==> src/rtl/ps2_pkg.sv <==
// ps2_pkg: shared types and constants for the PS/2 scan-code decoder.
//   key_event_t  - {brk, ext, code[7:0]} event word
//   dec_state_t  - decoder sequence state
//   byte constants for the set-2 prefixes and keyboard control responses
package ps2_pkg;

    typedef struct packed {
        logic       brk;
        logic       ext;
        logic [7:0] code;
    } key_event_t;

    localparam int KEY_EVENT_W = $bits(key_event_t);

    localparam logic [7:0] PREFIX_E0 = 8'hE0;
    localparam logic [7:0] PREFIX_F0 = 8'hF0;
    localparam logic [7:0] PREFIX_E1 = 8'hE1;

    // Keyboard-to-host control responses; these never form part of a key sequence.
    localparam logic [7:0] CTL_ERR0     = 8'h00;
    localparam logic [7:0] CTL_BAT_OK   = 8'hAA;
    localparam logic [7:0] CTL_ECHO     = 8'hEE;
    localparam logic [7:0] CTL_ACK      = 8'hFA;
    localparam logic [7:0] CTL_BAT_ERR0 = 8'hFC;
    localparam logic [7:0] CTL_BAT_ERR1 = 8'hFD;
    localparam logic [7:0] CTL_RESEND   = 8'hFE;
    localparam logic [7:0] CTL_ERR1     = 8'hFF;

    // Pause is reported as extended 77, a combination set 2 never uses otherwise.
    localparam logic [7:0] PAUSE_CODE = 8'h77;
    localparam logic [2:0] PAUSE_TAIL = 3'd7;

    typedef enum logic [2:0] {
        ST_IDLE,
        ST_E0,
        ST_F0,
        ST_E0F0,
        ST_PAUSE
    } dec_state_t;

    function automatic logic is_ctl_byte(input logic [7:0] b);
        logic hit;
        case (b)
            CTL_ERR0, CTL_BAT_OK, CTL_ECHO, CTL_ACK,
            CTL_BAT_ERR0, CTL_BAT_ERR1, CTL_RESEND, CTL_ERR1: hit = 1'b1;
            default:                                          hit = 1'b0;
        endcase
        return hit;
    endfunction

    function automatic key_event_t make_event(input logic brk, input logic ext,
                                              input logic [7:0] code);
        key_event_t ev;
        ev.brk  = brk;
        ev.ext  = ext;
        ev.code = code;
        return ev;
    endfunction

endpackage

==> src/rtl/ps2_event_fifo.sv <==
// ps2_event_fifo: first-word fall-through FIFO with valid/ready style control.
//   sysclk     - clock
//   reset      - synchronous active-high reset
//   push       - write push_data (ignored when full unless a pop happens too)
//   push_data  - entry to write
//   pop        - remove the head entry (ignored when empty)
//   head_data  - current head entry, combinationally visible
//   empty/full - occupancy flags
module ps2_event_fifo
    import ps2_pkg::*;
#(
    parameter int DEPTH = 4,
    parameter int WIDTH = 10
) (
    input  logic             sysclk,
    input  logic             reset,
    input  logic             push,
    input  logic [WIDTH-1:0] push_data,
    input  logic             pop,
    output logic [WIDTH-1:0] head_data,
    output logic             empty,
    output logic             full
);

    localparam int AW = $clog2(DEPTH);

    // One extra wrap bit distinguishes full from empty when the indices match.
    logic [AW:0]      wr_ptr_reg;
    logic [AW:0]      rd_ptr_reg;
    logic [WIDTH-1:0] mem_reg [DEPTH];

    logic do_pop;
    logic do_push;

    assign empty = (wr_ptr_reg == rd_ptr_reg);
    assign full  = (wr_ptr_reg[AW] != rd_ptr_reg[AW]) &&
                   (wr_ptr_reg[AW-1:0] == rd_ptr_reg[AW-1:0]);

    assign do_pop  = pop && !empty;
    // When full, a simultaneous pop frees the head slot, which is exactly the
    // slot the write pointer addresses, so the write can proceed.
    assign do_push = push && (!full || do_pop);

    assign head_data = mem_reg[rd_ptr_reg[AW-1:0]];

    always_ff @(posedge sysclk) begin
        if (reset) begin
            wr_ptr_reg <= '0;
            rd_ptr_reg <= '0;
            for (int i = 0; i < DEPTH; i++) begin
                mem_reg[i] <= '0;
            end
        end else begin
            if (do_push) begin
                mem_reg[wr_ptr_reg[AW-1:0]] <= push_data;
                wr_ptr_reg                  <= wr_ptr_reg + 1'b1;
            end
            if (do_pop) begin
                rd_ptr_reg <= rd_ptr_reg + 1'b1;
            end
        end
    end

endmodule

==> src/rtl/ps2_scancode_decoder.sv <==
// ps2_scancode_decoder: assembles PS/2 scan-code-set-2 byte sequences into key
// events and separates keyboard control responses from key traffic.
//   sysclk     - system clock
//   reset      - synchronous active-high reset
//   word/done  - received byte and its one-cycle valid strobe
//   ev_data    - head event {brk, ext, code}
//   ev_valid   - event FIFO non-empty
//   ev_ready   - consumer accepts the head event
//   ctl_strobe - one-cycle pulse after a control byte arrives
//   ctl_byte   - last control byte, held until the next strobe
//   overflow   - sticky: an event was dropped because the FIFO was full
module ps2_scancode_decoder
    import ps2_pkg::*;
#(
    parameter int DEPTH   = 4,
    parameter int TIMEOUT = 1000
) (
    input  logic        sysclk,
    input  logic        reset,
    input  logic [7:0]  word,
    input  logic        done,
    output logic [9:0]  ev_data,
    output logic        ev_valid,
    input  logic        ev_ready,
    output logic        ctl_strobe,
    output logic [7:0]  ctl_byte,
    output logic        overflow
);

    localparam int TW = $clog2(TIMEOUT + 1);
    localparam logic [TW-1:0] TMO_LAST = TW'(TIMEOUT - 1);

    dec_state_t  state_reg;
    logic [2:0]  pause_cnt_reg;
    logic [TW-1:0] tmo_cnt_reg;
    logic        ctl_strobe_reg;
    logic [7:0]  ctl_byte_reg;
    logic        overflow_reg;

    logic        byte_ctl;
    logic        byte_prefix;
    logic        push;
    key_event_t  push_event;
    logic        fifo_empty;
    logic        fifo_full;
    logic        pop;

    assign byte_ctl    = is_ctl_byte(word);
    assign byte_prefix = (word == PREFIX_E0) || (word == PREFIX_F0) || (word == PREFIX_E1);

    // Event generation is combinational from the registered state so the FIFO
    // captures the event on the same edge that consumes the final byte.
    always_comb begin
        push       = 1'b0;
        push_event = make_event(1'b0, 1'b0, word);
        if (done && !reset && !byte_ctl) begin
            if (state_reg == ST_PAUSE) begin
                // Pause tail bytes are skipped blindly; the last one emits the event.
                if (pause_cnt_reg == 3'd1) begin
                    push       = 1'b1;
                    push_event = make_event(1'b0, 1'b1, PAUSE_CODE);
                end
            end else if (!byte_prefix) begin
                push = 1'b1;
                case (state_reg)
                    ST_E0:   push_event = make_event(1'b0, 1'b1, word);
                    ST_F0:   push_event = make_event(1'b1, 1'b0, word);
                    ST_E0F0: push_event = make_event(1'b1, 1'b1, word);
                    default: push_event = make_event(1'b0, 1'b0, word);
                endcase
            end
        end
    end

    assign ev_valid = !fifo_empty;
    assign pop      = ev_valid && ev_ready;

    ps2_event_fifo #(
        .DEPTH (DEPTH),
        .WIDTH (KEY_EVENT_W)
    ) u_fifo (
        .sysclk    (sysclk),
        .reset     (reset),
        .push      (push),
        .push_data (push_event),
        .pop       (pop),
        .head_data (ev_data),
        .empty     (fifo_empty),
        .full      (fifo_full)
    );

    always_ff @(posedge sysclk) begin
        if (reset) begin
            state_reg      <= ST_IDLE;
            pause_cnt_reg  <= '0;
            tmo_cnt_reg    <= '0;
            ctl_strobe_reg <= 1'b0;
            ctl_byte_reg   <= '0;
            overflow_reg   <= 1'b0;
        end else begin
            ctl_strobe_reg <= 1'b0;

            if (push && fifo_full && !pop) begin
                overflow_reg <= 1'b1;
            end

            if (done) begin
                // A byte always wins over a timeout expiring on the same cycle.
                tmo_cnt_reg <= '0;
                if (byte_ctl) begin
                    ctl_strobe_reg <= 1'b1;
                    ctl_byte_reg   <= word;
                    state_reg      <= ST_IDLE;
                end else if (state_reg == ST_PAUSE) begin
                    pause_cnt_reg <= pause_cnt_reg - 3'd1;
                    if (pause_cnt_reg == 3'd1) begin
                        state_reg <= ST_IDLE;
                    end
                end else begin
                    case (word)
                        PREFIX_E0: state_reg <= ST_E0;
                        // F0 after E0 completes the extended-break prefix; after
                        // F0 or E0F0 it restarts a plain break.
                        PREFIX_F0: state_reg <= (state_reg == ST_E0) ? ST_E0F0 : ST_F0;
                        PREFIX_E1: begin
                            state_reg     <= ST_PAUSE;
                            pause_cnt_reg <= PAUSE_TAIL;
                        end
                        default:   state_reg <= ST_IDLE;
                    endcase
                end
            end else if (state_reg != ST_IDLE) begin
                if (tmo_cnt_reg == TMO_LAST) begin
                    state_reg   <= ST_IDLE;
                    tmo_cnt_reg <= '0;
                end else begin
                    tmo_cnt_reg <= tmo_cnt_reg + 1'b1;
                end
            end
        end
    end

    assign ctl_strobe = ctl_strobe_reg;
    assign ctl_byte   = ctl_byte_reg;
    assign overflow   = overflow_reg;

endmodule
==> config.mk <==
export PLATFORM = sky130hd
export DESIGN_NAME = ps2_scancode_decoder
export DESIGN_NICKNAME = d
export VERILOG_FILES = /design/src/rtl/ps2_pkg.sv /design/src/rtl/ps2_event_fifo.sv /design/src/rtl/ps2_scancode_decoder.sv
export SDC_FILE = /design/constraint.sdc
export NUM_CORES = 1
export LEC_CHECK = 0
export CORE_MARGIN = 3
export CORE_UTILIZATION = 60
export DETAILED_ROUTE_END_ITERATION = 7
export PLACE_DENSITY = 0.83
export SYNTH_ARGS = -nofsm -noshare
export SYNTH_HDL_FRONTEND = slang
export SYNTH_HIERARCHICAL = 1
export SYNTH_SLANG_ARGS = --single-unit
==> constraint.sdc <==
create_clock -name sysclk -period 5.6 [get_ports sysclk]
set_clock_uncertainty 0.05 [all_clocks]
set_input_delay 1.12 -clock sysclk [delete_from_list [all_inputs] [get_ports sysclk]]
set_output_delay 1.12 -clock sysclk [all_outputs]
set_load 0.02 [all_outputs]
Word level (Yosys, flattened, before mapping). Memory sizes are Yosys's and may differ from the RTL's. A register that Yosys moved wholly into a read port is not among the register bits. Cells that the tools add are included.

Muxes and demuxes: 32. Shift-type cells: 0. Multipliers: 0. Equality and inequality tests: 20. Bitwise logic cells: 2. Reduce and logical (&&, ||, !) cells: 28. Divide/modulo/power cells: 0. Add/subtract/negate cells: 4. $lt $le $gt $ge: 0.

Operators with widths (count): $eq A8 B8 Y1 const B (10); $mux W10 (5); $pmux W10 S3 (1); $mux W3 (8); $mux W1 (13); $add A10 B1 Y10 const B (1); $eq A10 B10 Y1 const B (1); $reduce_or A10 Y1 (1); $mux W9 (1); $pmux W3 S3 (1); $logic_and A1 B1 Y1 (8); $logic_not A8 Y1 (1); $reduce_or A8 Y1 (1); $add A3 B1 Y3 const B (2); $eq A3 B1 Y1 const B (2); $eq A3 B2 Y1 const B (2); $mux W2 (3); $reduce_and A3 Y1 (2); $reduce_bool A2 Y1 (3); $logic_not A1 Y1 (5); $ne A4 B3 Y1 const B (1); $reduce_or A2 Y1 (2); $eq A3 B3 Y1 (1); $eq A3 B3 Y1 const B (1); other kinds (7) (10).

Input bits: 12. Logic and storage cells: 95. RAM bits: 40. Memories kept: 1. Bits in latches: 0. Bits in registers: 32. Output and inout bits: 21. Bits in read-only memories: 0.

Memories: u_fifo.mem_reg (depth 4, bits a word 10, read ports 1, clocked after memory_dff 1, wr ports 4, line ps2_event_fifo.sv:30) `logic [WIDTH-1:0] mem_reg [DEPTH];`.

Logic depth before layout (Yosys ltp).
Depth in word-level cells: 12. Gate-level depth with buffers: 10.

Hierarchy. The synthesis kept the hierarchy.

By module, submodules not included: ps2_event_fifo (times used 1, area an instance 2250.9 sq um, cells an instance 165, sequential area each 1361.3 sq um); ps2_scancode_decoder (times used 1, area an instance 1347.5 sq um, cells an instance 153, sequential area each 520.5 sq um).

Worst setup path before layout. No wires, ideal clock.

Path kind: input to register. Start point: input port word[4]. End point: memory u_fifo.mem_reg[0][0], enable pin. Required time: 5.171 ns. Buffers on the path: 3. Cell stages on the path: 9. Setup time: 0.379 ns. Arrival: 3.314 ns. Slack: 1.856 ns. Cells stage by stage: buf_4 -> o2111a_2 -> nor4b_4 -> buf_6 -> and3_2 -> nor2b_1 -> o41ai_4 -> buf_6 -> o21bai_1.

RTL lines: start, declared (line ps2_scancode_decoder.sv:20) `input logic [7:0] word,`; end, declared (line ps2_event_fifo.sv:30).

==> summary.md <==
| Metric | Value |
|---|---|
| Status | finished clean |
| Max cap viols | 0 |
| Vias in the first global route | 2442 |
| Peak fanout along the critical path | 29 |
| Area after DPL | 0.00393 mm² |
| Final Hold Viols | 0 |
| First-pass GRT wire length | 12100 µm |
| Yosys warning count | 6 |
| Ys flop type | edfxtp_1 |
| # H-tree levels | 3 |
| Final Slew Violations | 0 |
| Most common cell after layout, fill and taps aside | edfxtp_1 |
| Clock Tree Buf Depth | 2 |
| # IOs | 33 |
| Initial detailed-routing violation count | 145 |
| Cells after synthesis | 318 |
| Leakage | 1.53 nW |
| Post-route cell area | 0.00414 mm² |
| Top area cells in the synthesized netlist | edfxtp_1, dfxtp_1, mux4_2, nor3_1, nor2_1 |
| PortBufs | 32 |
| Unrepaired setup endpoints after global routing | false |
| Area Overhead vs Synth | 15.2% |
| Filler cell count | 384 |
| VDD IR max | 0.169 mV |
| Startpoint types | primary input |
| Initial antenna violation count | 0 |
| CTS Hold Bufs | 0 |
| Fmax | 229 MHz |
| Register-to-Register Path Depth | 7 |
| Post-synth EDFFs | 40 |
| Detailed-route DRC error count | 0 |
| CTS tree | built |
| Fin cells | 425 |
| Slew HR | 0.293 |
| Layout cells sized above 1 | 0.142 |
| GP Congestion | 0.863 |
| DRT Wirelength | 7240 µm |
| Seq/Total Area, Yosys | 0.523 |
| Crit path time final | 4370 ps |
| Via count | 2517 |
| Commonest non-fill, non-tap cells in the layout | edfxtp_1, nor2_1, dfxtp_1 |
| Reg2reg setup slack | 2400 ps |
| Area leader, netlist | edfxtp_1 |
| Worst Path Arrival | 4290 ps |
| Diodes inserted | 0 |
| GR Overflow Total | 0 |
| P_int | 891 µW |
| Clock power frac | 0.386 |
| Post-Place Setup Slack | 919 ps |
| Switching Fraction | 0.236 |
| Hpwl dp | 5000 µm |
| Worst slew pin tran | 1060 ps |
| Async SR Flop Fraction | 0 |
| Pwr dens | 282 mW/mm² |
| Final ANT Viol Nets | 0 |
| Setup TNS Final | 0 ps |
| Total track usage | 0.220 |
| Crit Path Class | in -> reg |
| CP startpoint | word[0] |
| Via-to-Cell Ratio | 5.92 |
| Die height | 83.4 µm |
| Placed Cells | 409 |
| Cell Area, Synth | 0.00360 mm² |
| Core ar. | 0.00564 mm² |
| Final setup vio count | 0 |
| Die width | 83.4 µm |
| HP Class | reg -> reg |
| Number of synthesized register bits | 74 |
| Post-Syn Nets | 335 |
| Largest net degree at the start of global routing | 37 |
| R2r endpoint | u_fifo/mem_reg[2][5] |
| Reg clk slew, reported paths | 80 ps |
| Worst setup path end | u_fifo/mem_reg[2][5] |
| Fin nets | 365 |
| RR Startpoint | u_fifo/rd_ptr_reg[2] |
| Worst skew pair latency | 340 ps |
| Setup WS post-layout | 1230 ps |
| Post CTS Setup Buffer Count | 0 |
| Critical Path End Type | flip-flop |
| NetSw | 276 µW |
| Mapped Avg Cell Area | 11.3 µm² |
| CTS Sinks | 74 |
| Netlist cell types | 56 |
| Initial Utilization | 0.638 |
| Fin crit share | 0.781 |
| Combinational share of power | 0.100 |
| First-pass DRT Iterations | 4 |
| Die footprint | 0.00696 mm² |
| Largest register FFs | 40 |
| TritonCTS Buffers | 9 |
| Post-CTS Resized | 0 |
| Root Driver | clkbuf_8 |
| Detail-routed net length per standard cell | 17.0 µm |
| Row Count | 27 |
| Sequential Power Share | 0.513 |
| WP data required | 5520 ps |
| Yosys top cell area share | 0.334 |
[power groups by stage]
| stage | Clock, mW | Combinational, mW | Sequential (mW) |
|---|---|---|---|
| 3_3_place_gp | 0 | 0.113 | 0.610 |
| 4_1_cts | 0.460 | 0.118 | 0.599 |
| 6_report | 0.450 | 0.117 | 0.599 |
| 3_5_place_dp | 0 | 0.117 | 0.611 |
| 2_1_floorplan | 0 | 0.0798 | 0.605 |
| 5_1_grt | 0.478 | 0.127 | 0.601 |
[kinds of logic (layout without fill, tap and decap cells)]
kind of cell,count (synthesis),in the layout,synth area share
buf+inv,34,69,0.0480
flops,74,74,0.523
mux,21,21,0.0942
simple gates,132,132,0.194
compound gates,36,36,0.0845
fa+ha+maj,5,5,0.0174
xor+xnor,16,16,0.0389
[cells in the mapped netlist (6+ instances only)]
cell / count
nor3_1: 33
mux4_2: 10
nor2b_1: 7
nand2b_1: 8
clkbuf_1: 6
xnor2_1: 6
or2_2: 8
inv_1: 18
xor2_1: 10
a21oi_1: 8
nor2_1: 35
dfxtp_1: 34
nand2_1: 17
edfxtp_1: 40
mux2i_1: 8
[worst min-delay path by stage]
stage,from,to,slack (ps),cells past startpoint
final,ctl_byte[7],ctl_byte[7],420,2
after CTS,ctl_byte[7],ctl_byte[7],420,2
after detailed placement,ctl_byte[7],ctl_byte[7],410,2
after floorplan,tmo_cnt_reg[8],tmo_cnt_reg[8],420,2
after global placement,ctl_byte[3],ctl_byte[3],400,2
after global routing,ctl_byte[5],ctl_byte[5],460,2
[per-layer routing]
metal | GRT usage | routed length [µm] | up-vias
met1 | 0.275 | 3000 | 1216
li1 | - | - | 1217
met3 | 0.0347 | 351 | 13
met2 | 0.382 | 3750 | 71
met5 | 0 | 0 | -
met4 | 0.0877 | 136 | 0
[metrics by stage]
step	hold slack [ps]	utilization	power, mW
after detailed placement	414	0.696	0.728
after global routing	461	0.735	1.20
final	420	0.735	1.17
after CTS	424	0.735	1.18
after global placement	397	0.696	0.723
after floorplan	422	-	0.685
[area by class of cell]
cell class	instances	area, µm²	area share
clock buffer	10	128	0.0308
tap	72	90.1	0.0217
timing repair buffer	35	343	0.0827
clock inverter	6	90.1	0.0217
inverter	18	67.6	0.0163
sequential	74	1880	0.454
multi-input combinational	210	1540	0.373
[critical path: stages]
cell and delay [ps]:
clkdlybuf4s50_1 600, nor2b_1 100, o2111a_2 310, nor4b_4 290, buf_4 220, and3_2 210
nor2b_1 220, o41ai_4 210, buf_4 290, o21bai_1 700
Note: power is estimated with default switching activity, not from simulation.
